[config.mk]
export PLATFORM = sky130hd
export DESIGN_NAME = io_bridge_flat
export DESIGN_NICKNAME = d
export VERILOG_FILES = /design/src/rtl/io_bridge_if.sv /design/src/rtl/io_bridge.sv /design/src/flat_wrapper.sv
export SDC_FILE = /design/constraint.sdc
export NUM_CORES = 1
export LEC_CHECK = 0
export BUFFER_PORTS_ARGS = -buffer_cell sky130_fd_sc_hd__buf_2
export CAP_MARGIN = 20
export CELL_PAD_IN_SITES_DETAIL_PLACEMENT = 1
export CELL_PAD_IN_SITES_GLOBAL_PLACEMENT = 2
export CORE_ASPECT_RATIO = 1.4
export CORE_MARGIN = 3
export CORE_UTILIZATION = 23
export DETAILED_ROUTE_END_ITERATION = 12
export PLACE_DENSITY = 0.86
export SETUP_SLACK_MARGIN = 0.1
export SYNTH_ARGS = -nofsm -noshare
export SYNTH_HDL_FRONTEND = slang
export SYNTH_SLANG_ARGS = --single-unit
[constraint.sdc]
create_clock -name clk -period 1.59 [get_ports clk]
set_input_delay 0.0795 -clock clk [delete_from_list [all_inputs] [get_ports clk]]
set_output_delay 0.0795 -clock clk [all_outputs]
set_load 0.05 [all_outputs]
[src/rtl/io_bridge_if.sv]
// CPU-side request/response bus of the io_bridge.
interface io_bridge_if;
    logic        cpu_req_valid;
    logic        cpu_req_ready;
    logic [31:0] cpu_addr;
    logic [31:0] cpu_wdata;
    logic [1:0]  cpu_size;
    logic        cpu_we;
    logic        cpu_resp_valid;
    logic [31:0] cpu_rdata;
    logic        cpu_fault;

    modport slave (
        input  cpu_req_valid, cpu_addr, cpu_wdata, cpu_size, cpu_we,
        output cpu_req_ready, cpu_resp_valid, cpu_rdata, cpu_fault
    );

    modport master (
        output cpu_req_valid, cpu_addr, cpu_wdata, cpu_size, cpu_we,
        input  cpu_req_ready, cpu_resp_valid, cpu_rdata, cpu_fault
    );
endinterface

[src/rtl/io_bridge.sv]
// Single-outstanding CPU to output-device bridge with window/alignment checking.
// Fault reporting is enabled by defining IO_BRIDGE_FAULT_EN; otherwise addresses are aligned silently.
module io_bridge #(
    parameter logic [31:0] IO_BASE = 32'hF000_0000,
    parameter logic [31:0] IO_SPAN = 32'h0000_0100
) (
    input  logic        clk,
    input  logic        rst,
    io_bridge_if.slave  cpu,
    output logic [31:0] output_address,
    output logic [31:0] output_in,
    output logic [1:0]  output_size,
    output logic        output_write_enable,
    input  logic [31:0] output_out
);

    // state | meaning
    // IDLE  | ready for a new request
    // ISSUE | captured access presented to the device for one cycle
    // RESP  | one-cycle completion pulse towards the CPU
    typedef enum logic [1:0] {IDLE, ISSUE, RESP} state_t;

    state_t      state_q, state_d;
    logic [31:0] addr_q, addr_d;
    logic [31:0] wdata_q, wdata_d;
    logic [1:0]  size_q, size_d;
    logic        we_q, we_d;
    logic        bypass_q, bypass_d;

    logic [32:0] addr_ext, win_lo, win_hi;
    logic        in_win;
    logic        reject;
    logic [1:0]  size_norm;
    logic [31:0] addr_norm;
    logic [31:0] shifted;
    logic [31:0] load_data;

    // 33-bit window bounds so a window ending exactly at 2^32 is representable
    assign addr_ext = {1'b0, cpu.cpu_addr};
    assign win_lo   = {1'b0, IO_BASE};
    assign win_hi   = {1'b0, IO_BASE} + {1'b0, IO_SPAN};
    assign in_win   = (addr_ext >= win_lo) && (addr_ext < win_hi);

`ifdef IO_BRIDGE_FAULT_EN
    logic misalign;
    assign misalign  = (cpu.cpu_size == 2'd3)
                     || ((cpu.cpu_size == 2'd1) && cpu.cpu_addr[0])
                     || ((cpu.cpu_size == 2'd2) && (cpu.cpu_addr[1:0] != 2'b00));
    assign reject    = !in_win || misalign;
    assign size_norm = cpu.cpu_size;
    assign addr_norm = cpu.cpu_addr;
`else
    assign reject    = !in_win;
    assign size_norm = (cpu.cpu_size == 2'd3) ? 2'd2 : cpu.cpu_size;
    always_comb begin
        addr_norm = cpu.cpu_addr;
        case (size_norm)
            2'd0:    addr_norm[1:0] = cpu.cpu_addr[1:0];
            2'd1:    addr_norm[1:0] = {cpu.cpu_addr[1], 1'b0};
            default: addr_norm[1:0] = 2'b00;
        endcase
    end
`endif

    always_comb begin
        state_d  = state_q;
        addr_d   = addr_q;
        wdata_d  = wdata_q;
        size_d   = size_q;
        we_d     = we_q;
        bypass_d = bypass_q;
        case (state_q)
            IDLE: begin
                if (cpu.cpu_req_valid) begin
                    addr_d   = addr_norm;
                    wdata_d  = cpu.cpu_wdata;
                    size_d   = size_norm;
                    we_d     = cpu.cpu_we;
                    bypass_d = reject;
                    state_d  = reject ? RESP : ISSUE;
                end
            end
            ISSUE:   state_d = RESP;
            RESP:    state_d = IDLE;
            default: state_d = IDLE;
        endcase
    end

    always_ff @(posedge clk) begin
        if (rst) begin
            state_q  <= IDLE;
            addr_q   <= '0;
            wdata_q  <= '0;
            size_q   <= '0;
            we_q     <= 1'b0;
            bypass_q <= 1'b0;
        end else begin
            state_q  <= state_d;
            addr_q   <= addr_d;
            wdata_q  <= wdata_d;
            size_q   <= size_d;
            we_q     <= we_d;
            bypass_q <= bypass_d;
        end
    end

    assign shifted = output_out >> {addr_q[1:0], 3'b000};

    always_comb begin
        case (size_q)
            2'd0:    load_data = {24'h0, shifted[7:0]};
            2'd1:    load_data = {16'h0, shifted[15:0]};
            default: load_data = shifted;
        endcase
    end

    // Outputs are masked during reset so an aborted access never strobes the device
    always_comb begin
        cpu.cpu_req_ready   = (state_q == IDLE) || rst;
        cpu.cpu_resp_valid  = 1'b0;
        cpu.cpu_fault       = 1'b0;
        cpu.cpu_rdata       = '0;
        output_address      = '0;
        output_in           = '0;
        output_size         = '0;
        output_write_enable = 1'b0;
        if (!rst && (state_q == ISSUE)) begin
            output_address      = addr_q - IO_BASE;
            output_in           = wdata_q;
            output_size         = size_q;
            output_write_enable = we_q;
        end
        if (!rst && (state_q == RESP)) begin
            cpu.cpu_resp_valid = 1'b1;
`ifdef IO_BRIDGE_FAULT_EN
            cpu.cpu_fault      = bypass_q;
`endif
            cpu.cpu_rdata      = (bypass_q || we_q) ? 32'h0 : load_data;
        end
    end

endmodule

[src/flat_wrapper.sv]
// flat-port wrapper written by rule: the top's interface ports become plain ports
module io_bridge_flat 
#(
    parameter logic [31:0] IO_BASE = 32'hF000_0000,
    parameter logic [31:0] IO_SPAN = 32'h0000_0100
)
  (clk, rst, output_address, output_in, output_size, output_write_enable, output_out, cpu_cpu_req_valid, cpu_cpu_addr, cpu_cpu_wdata, cpu_cpu_size, cpu_cpu_we, cpu_cpu_req_ready, cpu_cpu_resp_valid, cpu_cpu_rdata, cpu_cpu_fault);
  io_bridge_if cpu_i ();
  input  logic clk;
  input  logic rst;
  output logic [31:0] output_address;
  output logic [31:0] output_in;
  output logic [1:0] output_size;
  output logic output_write_enable;
  input  logic [31:0] output_out;
  input wire logic [$bits(cpu_i.cpu_req_valid)-1:0] cpu_cpu_req_valid;
  input wire logic [$bits(cpu_i.cpu_addr)-1:0] cpu_cpu_addr;
  input wire logic [$bits(cpu_i.cpu_wdata)-1:0] cpu_cpu_wdata;
  input wire logic [$bits(cpu_i.cpu_size)-1:0] cpu_cpu_size;
  input wire logic [$bits(cpu_i.cpu_we)-1:0] cpu_cpu_we;
  output wire logic [$bits(cpu_i.cpu_req_ready)-1:0] cpu_cpu_req_ready;
  output wire logic [$bits(cpu_i.cpu_resp_valid)-1:0] cpu_cpu_resp_valid;
  output wire logic [$bits(cpu_i.cpu_rdata)-1:0] cpu_cpu_rdata;
  output wire logic [$bits(cpu_i.cpu_fault)-1:0] cpu_cpu_fault;
  assign cpu_i.cpu_req_valid = cpu_cpu_req_valid;
  assign cpu_i.cpu_addr = cpu_cpu_addr;
  assign cpu_i.cpu_wdata = cpu_cpu_wdata;
  assign cpu_i.cpu_size = cpu_cpu_size;
  assign cpu_i.cpu_we = cpu_cpu_we;
  assign cpu_cpu_req_ready = cpu_i.cpu_req_ready;
  assign cpu_cpu_resp_valid = cpu_i.cpu_resp_valid;
  assign cpu_cpu_rdata = cpu_i.cpu_rdata;
  assign cpu_cpu_fault = cpu_i.cpu_fault;
  io_bridge #(.IO_BASE(IO_BASE), .IO_SPAN(IO_SPAN)) u_core (.clk(clk), .rst(rst), .cpu(cpu_i), .output_address(output_address), .output_in(output_in), .output_size(output_size), .output_write_enable(output_write_enable), .output_out(output_out));
endmodule
==> load_flow_metrics.sql <==
INSERT INTO impl_metrics (metric_group, metric, value, unit) VALUES
('global_routing', 'grt_first_pass_wirelength', '29500', 'um'),
('power_and_ir_drop', 'share_seq_of_total_power', '35.9', '%'),
('power_and_ir_drop', 'p_switching', '1.63', 'mW'),
('timing', 'final-setup-viol-count', '163', ''),
('job', 'maxCapViolCount', '0', ''),
('synthesis', 'yosysWarnings', '0', ''),
('cts', 'tritoncts_num_sinks', '70', ''),
('floorplanning', 'num_io_pins', '204', ''),
('cts', 'clk-insertion-delay-late', '330', 'ps'),
('global_routing', 'grt_antenna_before_repair', '0', ''),
('timing', 'fin_worst_hold_slack', '5.21', 'ps'),
('status', 'status', 'finished, violations left', ''),
('timing', 'final.period_utilization', '117', '%'),
('synthesis', 'yosysTopAreaCellShare', '37.9', '%'),
('floorplanning', 'design.die.area', '0.0177', 'sq mm'),
('timing', 'clock.fmax', '535', 'MHz'),
('timing', 'finalWorstPathRequiredPeriod', '1870', 'ps'),
('timing', 'timing_worst_slew_pin_value', '830', 'ps'),
('critical_path', 'rr_startpoint', 'u_core.state_q[0]$_SDFFE_PP0P_', ''),
('synthesis', 'syn-cell-area', '0.00370', 'sq mm'),
('routing', 'route.detailed.wl_per_inst', '23.5', 'um'),
('floorplanning', 'placeableCoreArea', '0.0157', 'sq mm'),
('power_and_ir_drop', 'p_clk_share', '36.4', '%'),
('cts', 'tritoncts_clock_tree', 'yes', ''),
('synthesis', 'asyncSetResetFlopFracSynth', '0', '%'),
('min_path', 'type_of_the_most_critical_hold_path', 'in2reg', ''),
('synthesis', 'distinct_cell_type_count_after_synthesis', '36', ''),
('synthesis', 'number_of_enable_type_register_cells_in_the_synthesized_netlist', '0', ''),
('layout', 'stdcell_count', '975', ''),
('power_and_ir_drop', 'power_switching_share', '30.2', '%'),
('critical_path', 'timing.reg2reg.worst_path_depth', '9', ''),
('timing', 'slew_headroom', '44.7', '%'),
('synthesis', 'synth_sequential_area_ratio', '37.9', '%'),
('cts', 'clock_tree_root_buffer_cell', 'clkbuf_16', ''),
('place', 'gp_routability_congestion', '0.906', ''),
('power_and_ir_drop', 'p_comb_share', '27.8', '%'),
('global_routing', 'globalRouteTotalUtil', '21.3', '%'),
('place', 'portBuffers', '202', ''),
('critical_path', 'cp.arrival', '1790', 'ps'),
('layout', 'flow.area_growth_from_synthesis', '147', '%'),
('layout', 'fraction_of_final_layout_cells_with_drive_strength_greater_than_1', '72.7', '%'),
('layout', 'finish.instance_area', '0.00914', 'sq mm'),
('layout', 'most-common-layout-cells', '102 x buf_2, 73 x buf_8, 66 x dfxtp_1, 61 x and3_4, 55 x a21oi_2', ''),
('critical_path', 'timing_worst_setup_path_type', 'reg2out', ''),
('power_and_ir_drop', 'power.internal', '3.77', 'mW'),
('cts', 'path_clk_slew', '60', 'ps'),
('timing', 'layout_setup_ws', '-278', 'ps'),
('floorplanning', 'floorplan.die.width', '113', 'um'),
('cts', 'clk_path_buf_depth', '2', ''),
('critical_path', 'reg2reg_setup_slack', '-120', 'ps'),
('layout', 'n_antenna_cell', '0', ''),
('synthesis', 'synthesis.instances', '491', ''),
('routing', 'first_pass_iters', '4', ''),
('power_and_ir_drop', 'power', '5.41', 'mW'),
('timing', 'rsz0062_at_grt', 'yes', ''),
('global_routing', 'vias_in_the_first_global_route', '5298', ''),
('cts', 'clock_tree.htree_level_count', '3', ''),
('timing', 'final_hold_viol_count', '0', ''),
('status', 'failed_checks', 'negative setup slack', ''),
('critical_path', 'crit_required', '1510', 'ps'),
('critical_path', 'worst_setup_path_startpoint', 'u_core.state_q[1]$_SDFFE_PP0P_', ''),
('critical_path', 'critPathCaptureType', 'output pin', ''),
('routing', 'postRouteWirelength', '22900', 'um'),
('routing', 'drc', '0', ''),
('timing', 'drv_slew', '0', ''),
('place', 'place.detailed.instances', '864', ''),
('synthesis', 'synthFlopType', 'dfxtp_1', ''),
('critical_path', 'worstReg2RegEnd', 'u_core.addr_q[9]$_SDFFE_PP0P_', ''),
('routing', 'detail_route.iter0.violations', '148', ''),
('floorplanning', 'start_util', '23.6', '%'),
('power_and_ir_drop', 'power.leakage', '3.78', 'nW');
-- metal layers --
layer / track usage [%] / up-vias / part of all wire, %
met2: 41.7 / 202 / 57
met5: 0 / - / 0
li1: - / 2251 / -
met4: 8.53 / 0 / 3.7
met3: 3.65 / 56 / 4.3
met1: 21.9 / 2457 / 35
-- how the worst min path moves through the flow --
| stage | start | end | slack (ps) | depth (start not counted) |
|---|---|---|---|---|
| final | cpu_cpu_addr[7] | u_core.addr_q[7]$_SDFFE_PP0P_ | 5 | 3 |
| after detailed placement | cpu_cpu_wdata[18] | u_core.wdata_q[18]$_SDFFE_PP0P_ | 330 | 3 |
| after global routing | cpu_cpu_wdata[4] | u_core.wdata_q[4]$_SDFFE_PP0P_ | 5 | 3 |
| after CTS | cpu_cpu_addr[16] | u_core.addr_q[16]$_SDFFE_PP0P_ | 0.4 | 3 |
| after global placement | cpu_cpu_wdata[1] | u_core.wdata_q[1]$_SDFFE_PP0P_ | 320 | 3 |
| after floorplan | cpu_cpu_addr[10] | u_core.addr_q[10]$_SDFFE_PP0P_ | 220 | 2 |
-- power by group through the flow --
stage | combinational (mW) | sequential [mW] | clock (mW)
final | 1.50 | 1.94 | 1.97
after global routing | 1.58 | 1.95 | 2.09
after CTS | 1.04 | 1.91 | 2.02
after detailed placement | 0.717 | 1.95 | 0
after global placement | 0.692 | 1.94 | 0
after floorplan | 0.428 | 1.93 | 0
-- what timing repair did --
| item | CTS | global route |
|---|---|---|
| hold buffers | 44 | 1 |
| gates cloned | 11 | 14 |
| pin swaps | 6 | 101 |
| setup buffers | 13 | 12 |
| endpoints found under the setup margin | 132 | 170 |
| gates resized for setup | 340 | 279 |
| endpoints found under the hold margin | 44 | 1 |
-- cell usage after synthesis, drive strengths merged (8+ instances only) --
| cell | n |
|---|---|
| and3 | 65 |
| nor3b | 10 |
| a2bb2oi | 8 |
| clkbuf | 31 |
| nor2 | 25 |
| nand2 | 133 |
| dfxtp | 70 |
| nor2b | 9 |
| a211oi | 16 |
| a21oi | 68 |
| buf | 18 |
| mux2i | 16 |
-- cell type report --
cell class / count / area (sq um)
sequential: 70 / 1410
fill: 1607 / 6530
timing repair buffer: 321 / 3640
clock inverter: 4 / 28.8
multi-input combinational: 372 / 3550
tap: 196 / 245
clock buffer: 12 / 267
-- metrics by stage --
| step | util [%] | setup slack (ps) |
|---|---|---|
| finish | 58.3 | -278 |
| global route | 58.3 | -338 |
| CTS | 48.6 | -206 |
| detailed placement | 33.6 | 18.2 |
| global placement | 33.6 | 59.2 |
| floorplan | - | -583 |
-- registers in the layout, summed over array words and instances, names as in the netlist --
| name | count |
|---|---|
| u_core.bypass_q | 1 |
| u_core.addr_q | 32 |
| u_core.we_q | 1 |
| u_core.state_q | 2 |
| u_core.size_q | 2 |
| u_core.wdata_q | 32 |
-- worst max-delay path, stage by stage, from the launching register on --
cell and delay [ps]:
dfxtp_2 330, buf_4 130, buf_6 120, nor2_4 130
buf_8 160, buf_6 120, buf_16 130, and3_4 200
buf_8 140
-- logic make-up (layout without fill, tap and decap cells) --
kind of cell,Yosys count,after routing,share of synthesized area (%)
flops,70,70,37.9
simple gates,256,256,35.1
buf+inv,49,337,6.63
other cells,1,1,0.101
compound gates,96,96,15.1
xor+xnor,2,2,0.474
fa+ha+maj,1,1,0.338
mux,16,16,4.33
(Power assumes the default switching activity.)
